===== config.mk =====
export PLATFORM = sky130hd
export DESIGN_NAME = keypad_scanner
export DESIGN_NICKNAME = d
export VERILOG_FILES = /design/src/rtl/keypad_scanner_pkg.sv /design/src/rtl/keypad_scan_tick.sv /design/src/rtl/keypad_scanner.sv
export SDC_FILE = /design/constraint.sdc
export NUM_CORES = 1
export LEC_CHECK = 0
export ABC_AREA = 1
export CAP_MARGIN = 20
export CORE_ASPECT_RATIO = 1.2
export CORE_UTILIZATION = 35
export CTS_CLUSTER_SIZE = 30
export DETAILED_ROUTE_END_ITERATION = 7
export GPL_ROUTABILITY_DRIVEN = 0
export HOLD_SLACK_MARGIN = 0.05
export PLACE_DENSITY = 0.6
export SYNTH_ARGS = -nofsm -noshare
export SYNTH_HDL_FRONTEND = slang
export SYNTH_HIERARCHICAL = 1
export SYNTH_SLANG_ARGS = --single-unit

===== constraint.sdc =====
create_clock -name clock -period 6.24 [get_ports clock]
set_clock_uncertainty 0.15 [all_clocks]
set_input_delay 0.624 -clock clock [delete_from_list [all_inputs] [get_ports clock]]
set_output_delay 0.624 -clock clock [all_outputs]
set_load 0.01 [all_outputs]

===== src/rtl/keypad_scanner_pkg.sv =====
// Shared I/O definitions for the Minisys keypad scanner: bus addresses,
// status bit positions, FSM states and a row/column index helper.
package keypad_scanner_pkg;

    localparam logic [2:0] KEY_ADDR_DATA   = 3'b000;
    localparam logic [2:0] KEY_ADDR_STATUS = 3'b010;

    localparam int STAT_VALID   = 0;
    localparam int STAT_HELD    = 1;
    localparam int STAT_OVERRUN = 2;

    typedef enum logic [1:0] {
        ST_SCAN     = 2'd0,
        ST_DEBOUNCE = 2'd1,
        ST_RELEASE  = 2'd2
    } kp_state_e;

    // Index of the lowest active-low bit; works for both row patterns and the one-hot-low column drive.
    function automatic logic [1:0] lowest_low_index(input logic [3:0] v);
        if (!v[0])      return 2'd0;
        else if (!v[1]) return 2'd1;
        else if (!v[2]) return 2'd2;
        else            return 2'd3;
    endfunction

endpackage


===== src/rtl/keypad_scan_tick.sv =====
// Scan prescaler: emits a one-clock tick every SCAN_DIV clocks.
module keypad_scan_tick #(
    parameter int SCAN_DIV = 50000
) (
    input  logic clock,
    input  logic reset,
    output logic tick
);

    localparam int CW = (SCAN_DIV > 2) ? $clog2(SCAN_DIV) : 1;
    localparam logic [CW-1:0] LAST = CW'(SCAN_DIV - 1);

    logic [CW-1:0] cnt_q, cnt_d;

    always_comb begin
        tick  = (cnt_q == LAST);
        cnt_d = tick ? '0 : cnt_q + 1'b1;
    end

    always_ff @(posedge clock or posedge reset) begin
        if (reset) cnt_q <= '0;
        else       cnt_q <= cnt_d;
    end

endmodule


===== src/rtl/keypad_scanner.sv =====
// 4x4 matrix keypad scanner with debounce, latched key code and CPU bus
// read port (KEY / STATUS) with read-to-clear flags.
module keypad_scanner
    import keypad_scanner_pkg::*;
#(
    parameter int SCAN_DIV       = 50000,
    parameter int DEBOUNCE_TICKS = 10
) (
    input  logic        clock,
    input  logic        reset,
    input  logic        keyboardCtrl,
    input  logic        read_enable,
    input  logic [2:0]  address,
    output logic [15:0] read_data_out,
    output logic [3:0]  col,
    input  logic [3:0]  row
);

    localparam int DW = $clog2(DEBOUNCE_TICKS + 1);
    localparam logic [DW-1:0] DEB_DONE = DW'(DEBOUNCE_TICKS);
    localparam logic [DW-1:0] REL_DONE = DW'(DEBOUNCE_TICKS - 1);

    logic            tick;
    logic [3:0]      rs_meta_q, rs_q;
    kp_state_e       state_q, state_d;
    logic [3:0]      col_q, col_d;
    logic [3:0]      pat_q, pat_d;
    logic [3:0]      key_q, key_d;
    logic [1:0]      row_idx_q, row_idx_d;
    logic [DW-1:0]   deb_q, deb_d;
    logic            valid_q, valid_d;
    logic            overrun_q, overrun_d;
    logic            latch, bus_rd, clr_valid, clr_overrun, held;
    logic [2:0]      status;

    keypad_scan_tick #(.SCAN_DIV(SCAN_DIV)) u_tick (
        .clock (clock),
        .reset (reset),
        .tick  (tick)
    );

    // Rows are asynchronous to the clock; every decision below uses rs_q only.
    always_ff @(posedge clock or posedge reset) begin
        if (reset) begin
            rs_meta_q <= 4'hF;
            rs_q      <= 4'hF;
        end else begin
            rs_meta_q <= row;
            rs_q      <= rs_meta_q;
        end
    end

    always_ff @(posedge clock or posedge reset) begin
        if (reset) begin
            state_q   <= ST_SCAN;
            col_q     <= 4'b1110;
            pat_q     <= 4'hF;
            row_idx_q <= 2'd0;
            deb_q     <= '0;
            key_q     <= 4'h0;
            valid_q   <= 1'b0;
            overrun_q <= 1'b0;
        end else begin
            state_q   <= state_d;
            col_q     <= col_d;
            pat_q     <= pat_d;
            row_idx_q <= row_idx_d;
            deb_q     <= deb_d;
            key_q     <= key_d;
            valid_q   <= valid_d;
            overrun_q <= overrun_d;
        end
    end

    always_comb begin
        state_d   = state_q;
        col_d     = col_q;
        pat_d     = pat_q;
        row_idx_d = row_idx_q;
        deb_d     = deb_q;
        key_d     = key_q;
        latch     = 1'b0;

        case (state_q)
            ST_SCAN: begin
                if (tick) begin
                    if (rs_q == 4'hF) begin
                        col_d = {col_q[2:0], col_q[3]};
                    end else begin
                        pat_d     = rs_q;
                        row_idx_d = lowest_low_index(rs_q);
                        deb_d     = '0;
                        state_d   = ST_DEBOUNCE;
                    end
                end
            end
            ST_DEBOUNCE: begin
                if (tick) begin
                    if (rs_q != pat_q) begin
                        deb_d   = '0;
                        state_d = ST_SCAN;
                    end else if (deb_q == DEB_DONE) begin
                        latch   = 1'b1;
                        key_d   = {row_idx_q, lowest_low_index(col_q)};
                        deb_d   = '0;
                        state_d = ST_RELEASE;
                    end else begin
                        deb_d = deb_q + 1'b1;
                    end
                end
            end
            ST_RELEASE: begin
                if (tick) begin
                    if (rs_q != 4'hF) begin
                        deb_d = '0;
                    end else if (deb_q == REL_DONE) begin
                        deb_d   = '0;
                        state_d = ST_SCAN;
                    end else begin
                        deb_d = deb_q + 1'b1;
                    end
                end
            end
            default: begin
                deb_d   = '0;
                state_d = ST_SCAN;
            end
        endcase

        // A latch in the same clock as a clearing read keeps the flag set.
        bus_rd      = keyboardCtrl & read_enable;
        clr_valid   = bus_rd && (address == KEY_ADDR_DATA);
        clr_overrun = bus_rd && (address == KEY_ADDR_STATUS);
        valid_d     = latch | (valid_q & ~clr_valid);
        overrun_d   = latch ? (overrun_q | valid_q) : (overrun_q & ~clr_overrun);
    end

    always_comb begin
        held                 = (state_q != ST_SCAN);
        col                  = col_q;
        status               = 3'b000;
        status[STAT_VALID]   = valid_q;
        status[STAT_HELD]    = held;
        status[STAT_OVERRUN] = overrun_q;
        read_data_out        = 16'h0000;
        if (keyboardCtrl && read_enable) begin
            case (address)
                KEY_ADDR_DATA:   read_data_out = {12'h000, key_q};
                KEY_ADDR_STATUS: read_data_out = {13'h0000, status};
                default:         read_data_out = 16'h0000;
            endcase
        end
    end

endmodule


==> flow_metrics.tcl, run 1 <==
set metrics [dict create \
    outcome "finished clean" \
    dominantRegCellSynth "dfrtp_1" \
    worstSetupStartpointType "input port" \
    fin_setup_tns_ns 0 \
    worst_r2r_startpoint "u_tick/cnt_q[0]" \
    routed_wl_um 4430 \
    rsz0062_at_grt "no" \
    cap_violations 0 \
    synth.most_common_cell "nand2_1" \
    power_density_nw_per_um2 183 \
    critPathBufInv 3 \
    n_antenna_cell 0 \
    core_um2 6810 \
    final.min_clock_period_ns 2.87 \
    grt_max_degree 31 \
    die_h_um 94.0 \
    startpoint "address[0]" \
    grt_pass1_vias 1806 \
    cts.sinks 46 \
    hpwl_um 3370 \
    cts_resized 0 \
    peakVddDrop_mv 0.121 \
    cp_slowest_stage_delay_ns 0.56 \
    worstSetupPathDepth 7 \
    drv_slew 0 \
    ys_seq_elements 46 \
    vias 1950 \
    endpoint_kind "primary output" \
    clk_pin_slew_ns 0.08 \
    path_class "in -> out" \
    ys_top_cells_by_count "nand2_1, inv_1, nor2_1" \
    setup_viol 0 \
    r2r_end "state_q[0]" \
    overflow 0 \
    clockRootBuffer "clkbuf_8" \
    syn_area_um2 2470 \
    min_from "rs_meta_q[0]" \
    ys_async_sr_fraction_pct 100 \
    num-fill-cells 718 \
    path_delay_family "buffers and inverters" \
    grt_pass1_wl_um 7680 \
    grt_use_met2_pct 23.5 \
    drive_gt1_share_pct 9.43 \
    vias_per_cell 4.46 \
    worst_pin_slew_ns 0.634 \
    met1_usage_pct 15.7 \
    area_growth_pct 13.7 \
    synth-edff-count 0 \
    endpoint "read_data_out[0]" \
    initialDrtViolationCount 62 \
    syn_inst 324 \
    setup_ws_ns 3.37 \
    cts.hold.buffers_added 0 \
    clkLatencyLatePin_ns 0.29 \
    track_usage_pct 13.2 \
    critPathSlowestCell "clkdlybuf4s50_1" \
    synthTopCellsByArea "dfrtp_1, dfstp_2, nand2_1, inv_1, nor2_1" \
    regToRegSetupSlack_ns 3.99 \
    cts.htree.levels 2 \
    drc 0 \
    top_usage_layer "met2" \
    p_leak_nw 1.41 \
    required_ns 5.47 \
    yosys.area.top_type_share_pct 31.4 \
    hp-class "reg -> reg" \
    fp-row-count 33 \
    cts_buffers 5 \
    yosysTopAreaCell "dfrtp_1" \
    die_x_um 78.7 \
    worstPathArrival_ns 2.09 \
    synth-seq-area-share_pct 47.3 \
    ant_nets 0 \
    fin_crit_sh_pct 46.0 \
    final_hold_viol_count 0 \
    yosysWarnings 6 \
    max_slew_margin_pct 57.7 \
    ys_types 25 \
    reg2reg_depth 12 \
    cts_setup_buffers 0 \
    fmax_mhz 349 \
    wl_per_cell_um 10.1 \
    start_util_pct 36.3 \
    dp_slack_ns 3.36 \
    dieArea_um2 7400 \
    met3_usage_pct 2.91 \
    tritoncts "built" \
    path_cells "clkdlybuf4s50_1, nor3_1, nand2_1, inv_1, nand2_1, o21ai_0, clkdlybuf4s50_1" \
    clk_path_buf_depth 2 \
    crit_fanout 4 \
    first_pass_iters 4 \
    numPortBuffers 18 \
    pin_count 31 \
    avgSynthCellArea_um2 7.63 \
    antenna_found_initial 0 \
    fin_nets 364 \
    power_w 0.000514 \
]
-- final cells by class --
type / count / area, µm² / area share (%)
multi-input cells: 224 / 1050 / 37.5
clock buffers: 7 / 86.3 / 3.07
repair buffers: 19 / 188 / 6.68
inverters: 53 / 199 / 7.08
well taps: 87 / 109 / 3.87
clock inverters: 1 / 5.00 / 0.178
flip-flops and latches: 46 / 1170 / 41.6
-- where the power goes --
group | internal (W) | switching (W)
Clock | 0.0000894 | 0.0000939
Combinational | 0.00000900 | 0.0000148
Sequential | 0.000304 | 0.00000270
Total | 0.000402 | 0.000111
-- through the flow --
stage                     cells  instance area, µm²  utilization (%)  hold slack [ns]
after floorplan             335                2510                -            0.195
after global placement      429                2720             39.9            0.196
after detailed placement    429                2720             39.9            0.197
after CTS                   437                2810             41.2            0.209
after global routing        437                2810             41.2            0.210
final                       437                2810             41.2            0.208
-- worst reg2reg max path, cell delays in order (launching register included) --
cell and delay [ns]:
dfrtp_1 0.40, ha_1 0.21, nand3_2 0.16, nor2_1 0.16, nand2_2 0.12, inv_2 0.15
inv_1 0.08, o21ai_0 0.13, nand3_2 0.20, nor2_2 0.18, nand2_1 0.08, nand2_1 0.06
nand2_1 0.04
-- logic make-up after synthesis --
group	after synthesis	share of synthesized area, %
simple gates	172	30.1
buf+inv	65	11.7
flops	46	47.3
compound gates	28	5.82
xor+xnor	8	2.84
fa+ha+maj	4	2.03
other cells	1	0.152
-- routing by layer --
layer  share of wire, %  wire length (µm)  vias to the layer above
met5                  0                 0                        -
met4               0.90                40                        0
met2                 52              2290                       30
li1                   -                 -                     1022
met1                 45              1980                      894
met3                2.8               123                        4
-- flip-flops by register name, indices dropped and copies added, names as in the netlist --
name,flops
valid_q,1
row_idx_q,2
rs_meta_q,4
pat_q,4
deb_q,4
col,4
state_q,2
key_q,4
rs_q,4
u_tick/cnt_q,16
overrun_q,1
-- cells in the final DEF (no fill, tap or decap) --
cell type        count
a21boi_0             1
a21oi_1              6
a31oi_1              1
and2_1               1
buf_4                1
clkbuf_1             1
clkbuf_8             6
clkdlybuf4s50_1     18
clkinv_2             1
conb_1              12
dfrtp_1             31
dfstp_2             15
ha_1                 4
inv_1               52
inv_2                1
nand2_1             94
nand2_2              4
nand3_1             18
nand3_2              2
nand3b_1             2
nand4_1              4
nor2_1              39
nor2_2               1
nor3_1               5
nor3_4               2
o21ai_0             19
o21ai_1              1
xnor2_1              3
xor2_1               5
-- how the worst min path moves through the flow --
| stage | end | slack (ns) | cells past startpoint |
|---|---|---|---|
| floorplan | rs_q[0] | 0.20 | 0 |
| global placement | rs_q[1] | 0.20 | 0 |
| detailed placement | rs_q[0] | 0.20 | 0 |
| CTS | rs_q[0] | 0.21 | 0 |
| global route | rs_q[0] | 0.21 | 0 |
| finish | rs_q[0] | 0.21 | 0 |
Note: power is estimated with default switching activity, not from simulation.
==> run 2, diff against run 1 <==
- clock period: 6.24 -> 2.9 ns (I/O delays scaled with it)
==> run 2 against run 1 <==
  * Global-route usage about the same
  * Flip-flop and latch count unchanged
  * Clock power up 100%
  * Critical path type is now reg -> reg
  * Utilization down 0.17 points
  * Sequential share of layout area grew 0.17 points
  * First-iteration DRC count rose by 21%
  * Total power is 110% higher
  * Sequential power grew 110%
  * Critical endpoint is now state_q[0]
  * Largest cell class unchanged
==> flow_metrics.tcl, run 2 (synthesis results as in run 1) <==
set metrics [dict create \
    outcome "finished clean" \
    track_usage_pct 13.2 \
    setup_viol 0 \
    cap_violations 0 \
    peakVddDrop_mv 0.195 \
    postPlaceCellArea_um2 2720 \
    largest_register "u_tick/cnt_q" \
    layout_commonest_cell "nand2_1" \
    clk_pin_slew_ns 0.08 \
    worst_path_most_repeated_cell "nand2_1" \
    tritoncts "built" \
    cts_buffers 5 \
    fin_crit_sh_pct 76.5 \
    worstPathArrival_ns 2.25 \
    path_cells "ha_1, nand3_2, nor2_1, nand2_2, inv_2, inv_1, o21ai_0, nand3_2, nor2_2, nand2_1, nand2_1, nand2_1" \
    fin_setup_tns_ns 0 \
    start_util_pct 36.3 \
    critPathSlowestCell "dfrtp_1" \
    worstSetupStartpointType "register" \
    area_growth_pct 13.3 \
    drive_gt1_share_pct 8.86 \
    fin_cells 437 \
    power_density_nw_per_um2 387 \
    cts.hold.buffers_added 0 \
    cts_setup_buffers 0 \
    required_ns 2.93 \
    endpoint_kind "register" \
    num-fill-cells 700 \
    hpwl_um 3390 \
    path_class "reg -> reg" \
    grt_pass1_wl_um 7710 \
    final_hold_viol_count 0 \
    core_um2 6810 \
    pin_count 31 \
    fin_nets 364 \
    crit_fanout 7 \
    clk_path_buf_depth 2 \
    overflow 0 \
    multi_input_area_um2 1050 \
    hp-class "reg -> reg" \
    max_slew_margin_pct 59.6 \
    antenna_found_initial 0 \
    numPortBuffers 18 \
    grt_pass1_vias 1810 \
    final.min_clock_period_ns 2.22 \
    clkLatencyLatePin_ns 0.29 \
    dp_cells 429 \
    rsz0062_at_grt "no" \
    p_leak_nw 1.40 \
    first_pass_iters 4 \
    dieArea_um2 7400 \
    grt_max_degree 31 \
    final_area_um2 2800 \
    clockRootBuffer "clkbuf_8" \
    drc 0 \
    cts_resized 0 \
    ant_nets 0 \
    n_antenna_cell 0 \
    critPathBufInv 2 \
    largest_reg_flops 16 \
    die_h_um 94.0 \
    cp_slowest_stage_delay_ns 0.40 \
    initialDrtViolationCount 75 \
    path_delay_family "simple AND/OR/NAND/NOR gates" \
    die_x_um 78.7 \
    worst_pin_slew_ns 0.606 \
    fmax_mhz 450 \
    wl_per_cell_um 10.1 \
    fp-row-count 33 \
    final_cell_mix "nand2_1, inv_1, nor2_1" \
    cts.htree.levels 2 \
    seq_area_um2 1170 \
    cts.sinks 46 \
    vias_per_cell 4.38 \
    drv_slew 0 \
    vias 1914 \
    routed_wl_um 4410 \
]
run 2: metrics by stage:
stage | power (W) | util (%) | hold slack (ns) | worst slack, ns
final | 0.00108 | 41.1 | 0.208 | 0.680
after global routing | 0.00113 | 41.1 | 0.211 | 0.402
after CTS | 0.00110 | 41.1 | 0.209 | 0.676
after detailed placement | 0.000724 | 39.9 | 0.198 | 0.677
after global placement | 0.000723 | 39.9 | 0.196 | 0.701
after floorplan | 0.000713 | - | 0.0537 | 0.948
run 2: final timing paths:
check | startpoint | endpoint | slack, ns | depth (start not counted)
max | u_tick/cnt_q[0] | state_q[0] | 0.68 | 12
min | rs_meta_q[2] | rs_q[2] | 0.21 | 0
max reg2reg | u_tick/cnt_q[0] | state_q[0] | 0.68 | 12
min reg2reg | rs_meta_q[2] | rs_q[2] | 0.21 | 0
max in group asynchronous | reset | u_tick/cnt_q[5] | 1.92 | 2
min in group asynchronous | reset | u_tick/cnt_q[9] | 0.28 | 2
run 2: layer usage:
| layer | track usage, % | share of wire [%] |
|---|---|---|
| met5 | 0 | 0 |
| met1 | 16.2 | 48 |
| met2 | 23.2 | 49 |
| met4 | 4.17 | 1.2 |
| met3 | 2.43 | 2.0 |
run 2: worst register-to-register path, delay by kind of cell (launching register included):
family,cells,cell delay (ns)
compound gates,1,0.13
flops,1,0.40
simple gates,8,1.00
buf+inv,2,0.22
fa+ha+maj,1,0.23
run 2: area by class of cell:
class	count	area share [%]
Multi-Input combinational cell	224	37.6
Clock buffer	8	2.86
Sequential cell	46	41.8
Timing Repair Buffer	19	6.71
Tap cell	87	3.89
Inverter	53	7.11
run 2: report_power, final:
group	switching, W	internal, W
Clock	0.000202	0.000172
Sequential	0.00000555	0.000654
Combinational	0.0000313	0.0000194
Total	0.000239	0.000845
==> edit: new RTL, flow settings as in run 2 <==
`key_q` no longer has a reset.
--- a/src/rtl/keypad_scanner.sv
+++ b/src/rtl/keypad_scanner.sv
@@ -57,7 +57,6 @@
             pat_q     <= 4'hF;
             row_idx_q <= 2'd0;
             deb_q     <= '0;
-            key_q     <= 4'h0;
             valid_q   <= 1'b0;
             overrun_q <= 1'b0;
         end else begin
@@ -66,10 +65,13 @@
             pat_q     <= pat_d;
             row_idx_q <= row_idx_d;
             deb_q     <= deb_d;
-            key_q     <= key_d;
             valid_q   <= valid_d;
             overrun_q <= overrun_d;
         end
+    end
+
+    always_ff @(posedge clock) begin
+        key_q <= key_d;
     end
 
     always_comb begin
Behaviour: same outputs for any inputs over 10 cycles, from zero or initial values and one cycle with reset high; that may be too few to reach the edited logic, so the function may still have changed.
==> edit against run 2 <==
Register-to-register slack improved by 0.11 ns; synthesized cell count fell by 2.5%; cell area rose by 1.6%; area after synthesis rose by 1.2%; sequential cell count did not move; worst setup slack got worse by 0.23 ns; utilization rose by 0.41 points; power rose by 2.3%; wire length rose by 4.2%; critical path type is now input pin to primary output; critical endpoint is now read_data_out[1]; largest cell class unchanged; highest routed layer unchanged.
==> edit: results <==
group,metric,value,unit
logic_synthesis,syn-instance-count,316,
logic_synthesis,synth_compound_area_share,5.16,%
pwr,p_leak,1.41,nW
logic_synthesis,synth.area.top_cells,"dfrtp_1 (27%), dfstp_2 (16%), nand2_1 (13%), inv_1 (7.5%), nor2_1 (6.2%)",
finish,antenna_cells,0,
logic_synthesis,yosysSeqAreaShare,47.6,%
global_routing,met1_usage,16.2,%
global_routing,grtUsageTotal,14.2,%
logic_synthesis,synth-adder-area-share,2.00,%
setup_path,crit_arrival,2.01,ns
setup_path,crit_slowest_cell,"clkdlybuf4s50_1",
clocking,worstSkewPairLatency,0.30,ns
route,dr.pass1.iters,4,
finish,fillers,730,
worst_hold_path,min_to,"rs_q[1]",
global_routing,grt_pass1_vias,1915,
logic_synthesis,synth_cell_type_count,31,
logic_synthesis,synth.mux.area_fraction,0,%
setup_path,timing.critical_path.from,"address[0]",
place,place_inst,421,
setup_path,crit_end,"read_data_out[1]",
global_routing,use_met3,2.90,%
clocking,cts_resized,0,
finish,drive_gt1_share,12.5,%
place,hpwl,3550,um
clocking,cts_buffer_depth,2,
setup_path,rrSetupSlack,0.79,ns
pwr,pwr-share-clk,34.6,%
logic_synthesis,async_flop_share,91.3,%
clocking,cts_hold_buf,1,
pwr,seq_cell_power,0.667,mW
route,wl_met2,2310,um
route,viasPerCell,4.43,
worst_hold_path,min_from,"rs_meta_q[1]",
logic_synthesis,synthTopCellsByCount,"nand2_1 (88), inv_1 (50), nor2_1 (41), dfrtp_1 (27)",
sta,maxSlewHeadroom,57.2,%
route,wl_met3,152,um
global_routing,grt_pass1_wl,8270,um
place,placed_area,2750,um^2
route,wl_per_cell,10.7,um
logic_synthesis,ys_warn_count,6,
global_routing,grt_use_met2,25.8,%
finish,fin_nets,357,
logic_synthesis,synth_edf_count,4,
logic_synthesis,synth_xor_xnor_area_share,2.45,%
setup_path,r2r_cells,10,
setup_path,crit_fanout,4,
setup_path,slowest_delay,0.57,ns
pwr,p_switching,0.255,mW
pwr,ir_drop,0.253,mV
run_status,status,"complete, no violations",
setup_path,r2r-end,"row_idx_q[1]",
route,drt_iter0_drc,53,
finish,fin_cells,430,
global_routing,antenna_found_initial,0,
setup_path,crit_family,"buffers and inverters",
global_routing,grt_start_max_net_pins,25,
route,m1WireLength,2070,um
==> edit: changes by cell type in the layout (fill, tap and decap cells not counted), sizes merged, moves of 2 or more <==
cell / change
nor2: +5
nand2: -5
clkinv: +2
edfxtp: +4
o21ai: -7
dfrtp: -4
nand3: -2
clkbuf: -2
==> edit: layout make-up <==
cell class / count / area (um^2) / area share (%)
clock buffers: 6 / 72.6 / 2.55
clock inverters: 2 / 13.8 / 0.484
inverters: 53 / 199 / 7.00
multi-input cells: 216 / 1060 / 37.4
flip-flops and latches: 46 / 1190 / 41.8
well taps: 87 / 109 / 3.83
repair buffers: 20 / 198 / 6.95
==> edit: per-stage QoR <==
stage / hold slack (ns) / util (%) / power (mW) / setup slack [ns]
after floorplan: 0.0537 / - / 0.723 / 1.08
after global placement: 0.196 / 40.1 / 0.737 / 0.457
after detailed placement: 0.197 / 40.1 / 0.737 / 0.433
after CTS: 0.210 / 41.5 / 1.13 / 0.431
after global routing: 0.213 / 41.5 / 1.16 / 0.370
final: 0.209 / 41.5 / 1.11 / 0.451
